$ cat src/rtl/move_sequencer.sv
// move_sequencer: multi-cycle sequencer deciding PC hold/reload for wait and move instructions.
// Tracks move-source space and pulses the IO controller on memory/IO crossing moves.
`default_nettype none

module move_sequencer #(
  parameter int OP_WAIT   = 56,
  parameter int OP_MVSRC  = 57,
  parameter int OP_MVDST  = 59,
  parameter int IO_THRESH = 32764,
  parameter int PC_LIMIT  = 32764,
  parameter int ADDR_W    = 16
) (
  input  logic              clk,
  input  logic              rst_n,
  input  logic              instr_valid,
  input  logic [5:0]        op_code,
  input  logic [ADDR_W-1:0] move_addr,
  input  logic [31:0]       pc_next,
  output logic              pc_stall,
  output logic              busy,
  output logic              src_is_mem,
  output logic              io_request,
  output logic              illegal_move,
  output logic              halted
);

  localparam logic [1:0] S_IDLE  = 2'd0;
  localparam logic [1:0] S_STALL = 2'd1;
  localparam logic [1:0] S_HALT  = 2'd2;

  localparam logic [5:0]        C_WAIT  = 6'(OP_WAIT);
  localparam logic [5:0]        C_MVSRC = 6'(OP_MVSRC);
  localparam logic [5:0]        C_MVDST = 6'(OP_MVDST);
  localparam logic [ADDR_W-1:0] C_IO_TH = ADDR_W'(IO_THRESH);
  localparam logic [31:0]       C_PC_LM = 32'(PC_LIMIT);

  logic [1:0] state, state_nx;
  logic [1:0] rem, rem_nx;
  logic       io_move, io_move_nx;
  logic       dst_op, dst_op_nx;
  logic       src_nx, io_req_nx, illegal_nx, halted_nx;

  logic addr_io, at_limit, accept;

  assign addr_io  = move_addr > C_IO_TH;
  assign at_limit = pc_next >= C_PC_LM;

  // A decode that enters STALL; the halt check and IO->IO rejection pre-empt it.
  assign accept = (state == S_IDLE) && instr_valid && !at_limit &&
                  ((op_code == C_WAIT) || (op_code == C_MVSRC) ||
                   ((op_code == C_MVDST) && !(addr_io && !src_is_mem)));

  always_ff @(posedge clk or negedge rst_n) begin
    if (!rst_n) begin
      state        <= S_IDLE;
      rem          <= 2'd0;
      io_move      <= 1'b0;
      dst_op       <= 1'b0;
      src_is_mem   <= 1'b0;
      io_request   <= 1'b0;
      illegal_move <= 1'b0;
      halted       <= 1'b0;
    end else begin
      state        <= state_nx;
      rem          <= rem_nx;
      io_move      <= io_move_nx;
      dst_op       <= dst_op_nx;
      src_is_mem   <= src_nx;
      io_request   <= io_req_nx;
      illegal_move <= illegal_nx;
      halted       <= halted_nx;
    end
  end

  always_comb begin
    state_nx   = state;
    rem_nx     = rem;
    io_move_nx = io_move;
    dst_op_nx  = dst_op;
    src_nx     = src_is_mem;
    io_req_nx  = 1'b0;
    illegal_nx = 1'b0;
    halted_nx  = halted;
    case (state)
      S_IDLE: begin
        if (instr_valid) begin
          if (at_limit) begin
            state_nx  = S_HALT;
            halted_nx = 1'b1;
          end else if (op_code == C_WAIT) begin
            state_nx   = S_STALL;
            rem_nx     = 2'd0;
            io_move_nx = 1'b0;
            dst_op_nx  = 1'b0;
          end else if (op_code == C_MVSRC) begin
            state_nx   = S_STALL;
            rem_nx     = 2'd2;
            io_move_nx = 1'b0;
            dst_op_nx  = 1'b0;
            src_nx     = !addr_io;
          end else if (op_code == C_MVDST) begin
            if (addr_io && !src_is_mem) begin
              illegal_nx = 1'b1;
            end else begin
              state_nx  = S_STALL;
              dst_op_nx = 1'b1;
              // Only mem->mem needs the long stall; any IO crossing hands off to the IO controller.
              if (!addr_io && src_is_mem) begin
                rem_nx     = 2'd2;
                io_move_nx = 1'b0;
              end else begin
                rem_nx     = 2'd0;
                io_move_nx = 1'b1;
              end
            end
          end
        end
      end
      S_STALL: begin
        if (rem != 2'd0) begin
          rem_nx = rem - 2'd1;
        end else begin
          state_nx  = S_IDLE;
          io_req_nx = io_move;
          if (dst_op) src_nx = 1'b0;
        end
      end
      S_HALT: begin
        state_nx = S_HALT;
      end
      default: state_nx = S_IDLE;
    endcase
  end

  always_comb begin
    pc_stall = 1'b0;
    busy     = 1'b0;
    case (state)
      S_IDLE:  pc_stall = accept;
      S_STALL: begin
        pc_stall = (rem != 2'd0);
        busy     = 1'b1;
      end
      S_HALT:  pc_stall = 1'b1;
      default: pc_stall = 1'b0;
    endcase
  end

endmodule

`default_nettype wire

$ cat config.mk
export PLATFORM = sky130hd
export DESIGN_NAME = move_sequencer
export DESIGN_NICKNAME = d
export VERILOG_FILES = /design/src/rtl/move_sequencer.sv
export SDC_FILE = /design/constraint.sdc
export NUM_CORES = 1
export LEC_CHECK = 0
export BUFFER_PORTS_ARGS = -buffer_cell sky130_fd_sc_hd__buf_2
export CORE_UTILIZATION = 38
export CTS_BUF_LIST = sky130_fd_sc_hd__clkbuf_16
export DETAILED_ROUTE_END_ITERATION = 12
export PLACE_DENSITY = 0.83
export SLEW_MARGIN = 20
export SYNTH_ARGS = -nofsm -noshare
export SYNTH_HDL_FRONTEND = slang
export SYNTH_SLANG_ARGS = --single-unit
$ cat constraint.sdc
create_clock -name clk -period 4.6 [get_ports clk]
set_clock_uncertainty 0.05 [all_clocks]
set_input_delay 0.23 -clock clk [delete_from_list [all_inputs] [get_ports clk]]
set_output_delay 0.23 -clock clk [all_outputs]
set_load 0.01 [all_outputs]
# Word-level counts from Yosys, hierarchy flattened
# Index checks and enable logic that the tools add are counted.
# classes
eq_ne,17
muxes,44
n_reduce_logical,21
addsub,1
order_cmp,2
bitwise,1
# ops
op,count
">= comparator 32 x 15 -> 1 bit, second input constant",1
2-to-1 mux 2 bit,15
2-to-1 mux 1 bit,25
"equality test 6 bit, second input constant",3
"greater-than comparator 16 x 15 -> 1 bit, second input constant",1
"inequality test 2 bit, second input constant",6
AND reduction 7 bit,1
logical AND 1 bit,6
case mux 2 bit (3 select lines),1
AND reduction 6 bit,1
"inequality test 5 x 2 -> 1 bit, second input constant",1
"inequality test 5 x 3 -> 1 bit, second input constant",1
AND reduction 5 bit,1
zero test 1 bit,4
"inequality test 4 x 1 -> 1 bit, second input constant",1
"inequality test 4 x 2 -> 1 bit, second input constant",1
case mux 2 bit (2 select lines),1
AND reduction 4 bit,1
nonzero test 2 bit,2
"inequality test 3 x 1 -> 1 bit, second input constant",1
case mux 1 bit (3 select lines),1
AND reduction 3 bit,1
nonzero test 3 bit,1
"equality test 2 x 1 -> 1 bit, second input constant",1
other kinds (7),8
# word_totals
elab_cells,94
regBits,10

# Logic depth before layout (Yosys ltp)
# depth
ltp_word,11
ltp_mapped,6
ltp_nobuf,6

# Worst setup path after synthesis
# OpenSTA, ideal clock, no wires.
# synth_path
path_kind,input to register
from,input port move_addr[1]
to,register dst_op
stages,5
t_arrival_ps,1611
setup_ps,127
slack_ps,2811
path_buffers,0
required_time_ps,4423
path_cell_list,o211ai_1 > o41a_1 > a311o_1 > nand3_2 > mux2_1
# synth_via
elab_chain_len,4
# synth_lines
item,line,source
"start, declared",17,"input logic [ADDR_W-1:0] move_addr,"
greater-than comparator 16 x 15 -> 1 bit,45,assign addr_io = move_addr > C_IO_TH;
logical AND 1 bit,102,if (addr_io && !src_is_mem) begin
inequality test 3 x 1 -> 1 bit (no line),-,
AND reduction 5 bit (no line),-,
"end signal, assigned",67,dst_op <= dst_op_nx;
"end, declared",40,"logic dst_op, dst_op_nx;"
# No other way between the ends.
# A chain may end at the register's enable or synchronous reset.

# Worst setup path after layout
# layout_path
from,input port move_addr[1]
to,output port pc_stall
# layout_via
elab_chain_len,7
# layout_lines
item,line,source
greater-than comparator 16 x 15 -> 1 bit,45,
logical AND 1 bit,51,((op_code == C_MVDST) && !(addr_io && !src_is_mem)));
zero test 1 bit,51,
logical AND 1 bit,51,
logical OR 1 bit,50,((op_code == C_WAIT) || (op_code == C_MVSRC) ||
logical AND 1 bit,49,assign accept = (state == S_IDLE) && instr_valid && !at_limit &&
case mux 1 bit (3 select lines),138,case (state)
"end, declared",19,"output logic pc_stall,"
# No other way between the ends.

==> results.ini <==
[yosys]
synth_top_family_by_area=simple AND/OR/NAND/NOR gates
synthXorXnorAreaFrac_pct=0
yosys_warnings=0
synth_ff_type=dfrtp_1
netlist_area_um2=659
synthAdderAreaFrac_pct=1.90
synth_mux_area_share_pct=8.16
synthArstFlopShare_pct=100
synth_compound_area_share_pct=15.2
synth_cell_types=29
avgSynthCellArea_um2=9.29
synth-edff-count=0
synth.net_count=129
ys_seq_elements=10
netlist_instances=71
synth_simple_gate_area_share_pct=32.8
yosysSeqAreaShare_pct=38.0

[die]
fp.dieH_um=43.7
start_util_pct=42.3
top_level_ports=63
die_area_mm2=0.00191
die_w_um=43.7
core_mm2=0.00156
row_count=14

[timing]
period_share_pct=42.6
tightest_slew_ps=516
final_hold_viol_count=0
max_freq_mhz=510
finalSetupViolations=0
rsz0062_at_grt=no
period_needed_ps=1960
maxSlewHeadroom_pct=65.4
tns_ps=0
report.final.slew_viol_count=0

[layout]
nNetsFinal=195
antennaDiodeCount=0
fill_cells=113
layout_commonest_cell=buf_2
drive_gt1_share_pct=48.5
multi_input_area_um2=383
regArea_um2=250
area_growth_pct=62.0
most-common-layout-cells=buf_2, dfrtp_1, inv_1, nand4_1, nand2_1

[clocking]
cts_buffers=3
cts_tree=done
cts.sinks=10
htreeDepth=1
clock_path_buffers=2
worstSkewPairLatency_ps=240
cts_root_buf=clkbuf_16
cts-resized-gates=0
clkSlewWorstSetupHoldPaths_ps=40

[pwr]
power.leakage_nw=0.577
switchingPower_w=0.0000532
intPower_w=0.000223
peakVddDrop_mv=0.155
p_per_area_mw_per_mm2=258
seqPwrFrac_pct=32.0
swShare_pct=19.3
total_power_w=0.000276
p_comb_share_pct=11.8
pwr-share-clk_pct=56.2

[status]
status=complete, but fails checks
violations=DRC

[setup_path]
slowest_stage=o41a_1
critPathRequiredTime_ps=4320
regToRegStartpoint=src_is_mem$_DFFE_PN0P_
worstSetupStartpoint=move_addr[1]
critPathMaxStageDelay_ps=500
cp-end-kind=output pin
critPathMaxFanout=5
arrival_ps=1680
cpMostUsedCell=buf_2
worstSetupStartpointType=input pin
crit_type=in -> out
worstPathCellList=buf_2 > o211ai_1 > o41a_1 > a311o_1 > nand3_2 > nand2_1 > buf_2

[detailed_routing]
drtIter0Drc=6
vias=834
avgViaCountPerCell=5.49
ant_nets=0
wl_per_cell_um=12.2
firstDrtPassIters=8
drcViolationCount=3
wl_mm=1.86

[hold_path]
hp-start=op_code[1]
min_path_type=in -> reg

[global_route]
grt_usage_pct=22.1
grt_pass1_vias=791
grt_pass1_wl_mm=3.07
grt-ovfl-total=0
grt_max_degree=11
antenna_found_initial=0

[placed_design]
place.detailed.hpwl_mm=1.51
portBuffers=60
globalplace.congestion=0.795

[flow_run]
drv_cap=0

sequential cells by signal (all words and copies together) (netlist names):
register	flops
illegal_move	1
rem	2
dst_op	1
io_move	1
io_request	1
src_is_mem	1
halted	1
state	2
worst paths after layout:
| kind | slack (ps) | to | cells past startpoint |
|---|---|---|---|
| setup / recovery | 2640 | pc_stall | 7 |
| hold / removal | 240 | illegal_move$_DFF_PN0_ | 3 |
| setup reg to reg | 2960 | io_move$_DFFE_PN0P_ | 4 |
| hold reg to reg | 410 | halted$_DFFE_PN0P_ | 2 |
| max in group asynchronous | 3970 | src_is_mem$_DFFE_PN0P_ | 2 |
| min in group asynchronous | 340 | rem[1]$_DFFE_PN0P_ | 2 |
area by class of cell:
type                            instances  share of cell area [%]
Timing Repair Buffer                   61                    29.0
Clock inverter                          1                   0.351
Clock buffer                            3                    7.03
Sequential cell                        10                    23.4
Multi-Input combinational cell         54                    35.8
Inverter                                7                    2.46
Tap cell                               16                    1.87
what timing repair did:
action,CTS,global route
hold buffers,1,0
setup buffers,0,0
endpoints found under the hold margin,10,0
cell usage after synthesis, types with 2 or more instances:
cell type,count,area (um^2)
mux2i_1,2,20.0
nor4_1,4,25.0
mux2_1,3,33.8
and3_1,3,18.8
nor2_1,3,11.3
nand3_1,4,20.0
nand2_1,5,18.8
nand4_1,5,31.3
a21oi_1,4,20.0
nand2b_1,3,18.8
inv_1,7,26.3
dfrtp_1,10,250
nor2b_1,2,12.5
metal layers:
metal,global-route usage [%],share of wire [%],up-vias
met5,0,0,-
met4,14.4,2.0,0
met3,3.33,7.3,4
met2,43.3,55,49
met1,20.7,36,380
li1,-,-,401
critical path: cells and delay by family:
kind / cells / cell delay (ps)
buffers and inverters: 2 / 210
AOI/OAI and AO/OA: 3 / 1040
and+or+nand+nor: 2 / 200
power groups by stage:
stage,clock (W),sequential (W),combinational (W)
detailed placement,0,0.0000896,0.0000318
finish,0.000155,0.0000883,0.0000326
CTS,0.000156,0.0000883,0.0000329
floorplan,0,0.0000896,0.00000660
global placement,0,0.0000896,0.0000309
global route,0.000161,0.0000883,0.0000362
per-stage QoR:
stage	instances	instance area (um^2)	hold WS (ps)	util, %	setup WS [ps]
floorplan	71	659	-116	-	2810
global placement	147	980	45.5	62.8	2630
detailed placement	147	980	53.0	62.8	2610
CTS	152	1070	240	68.5	2640
global route	152	1070	252	68.5	2580
finish	152	1070	243	68.5	2640
logic make-up (layout without fill, tap and decap cells):
kind of cell,count (synthesis),in the layout
flops,10,10
compound gates,12,12
simple gates,36,36
mux,5,5
fa+ha+maj,1,1
buf+inv,7,72
No activity file was read; power rests on OpenSTA's default activity.
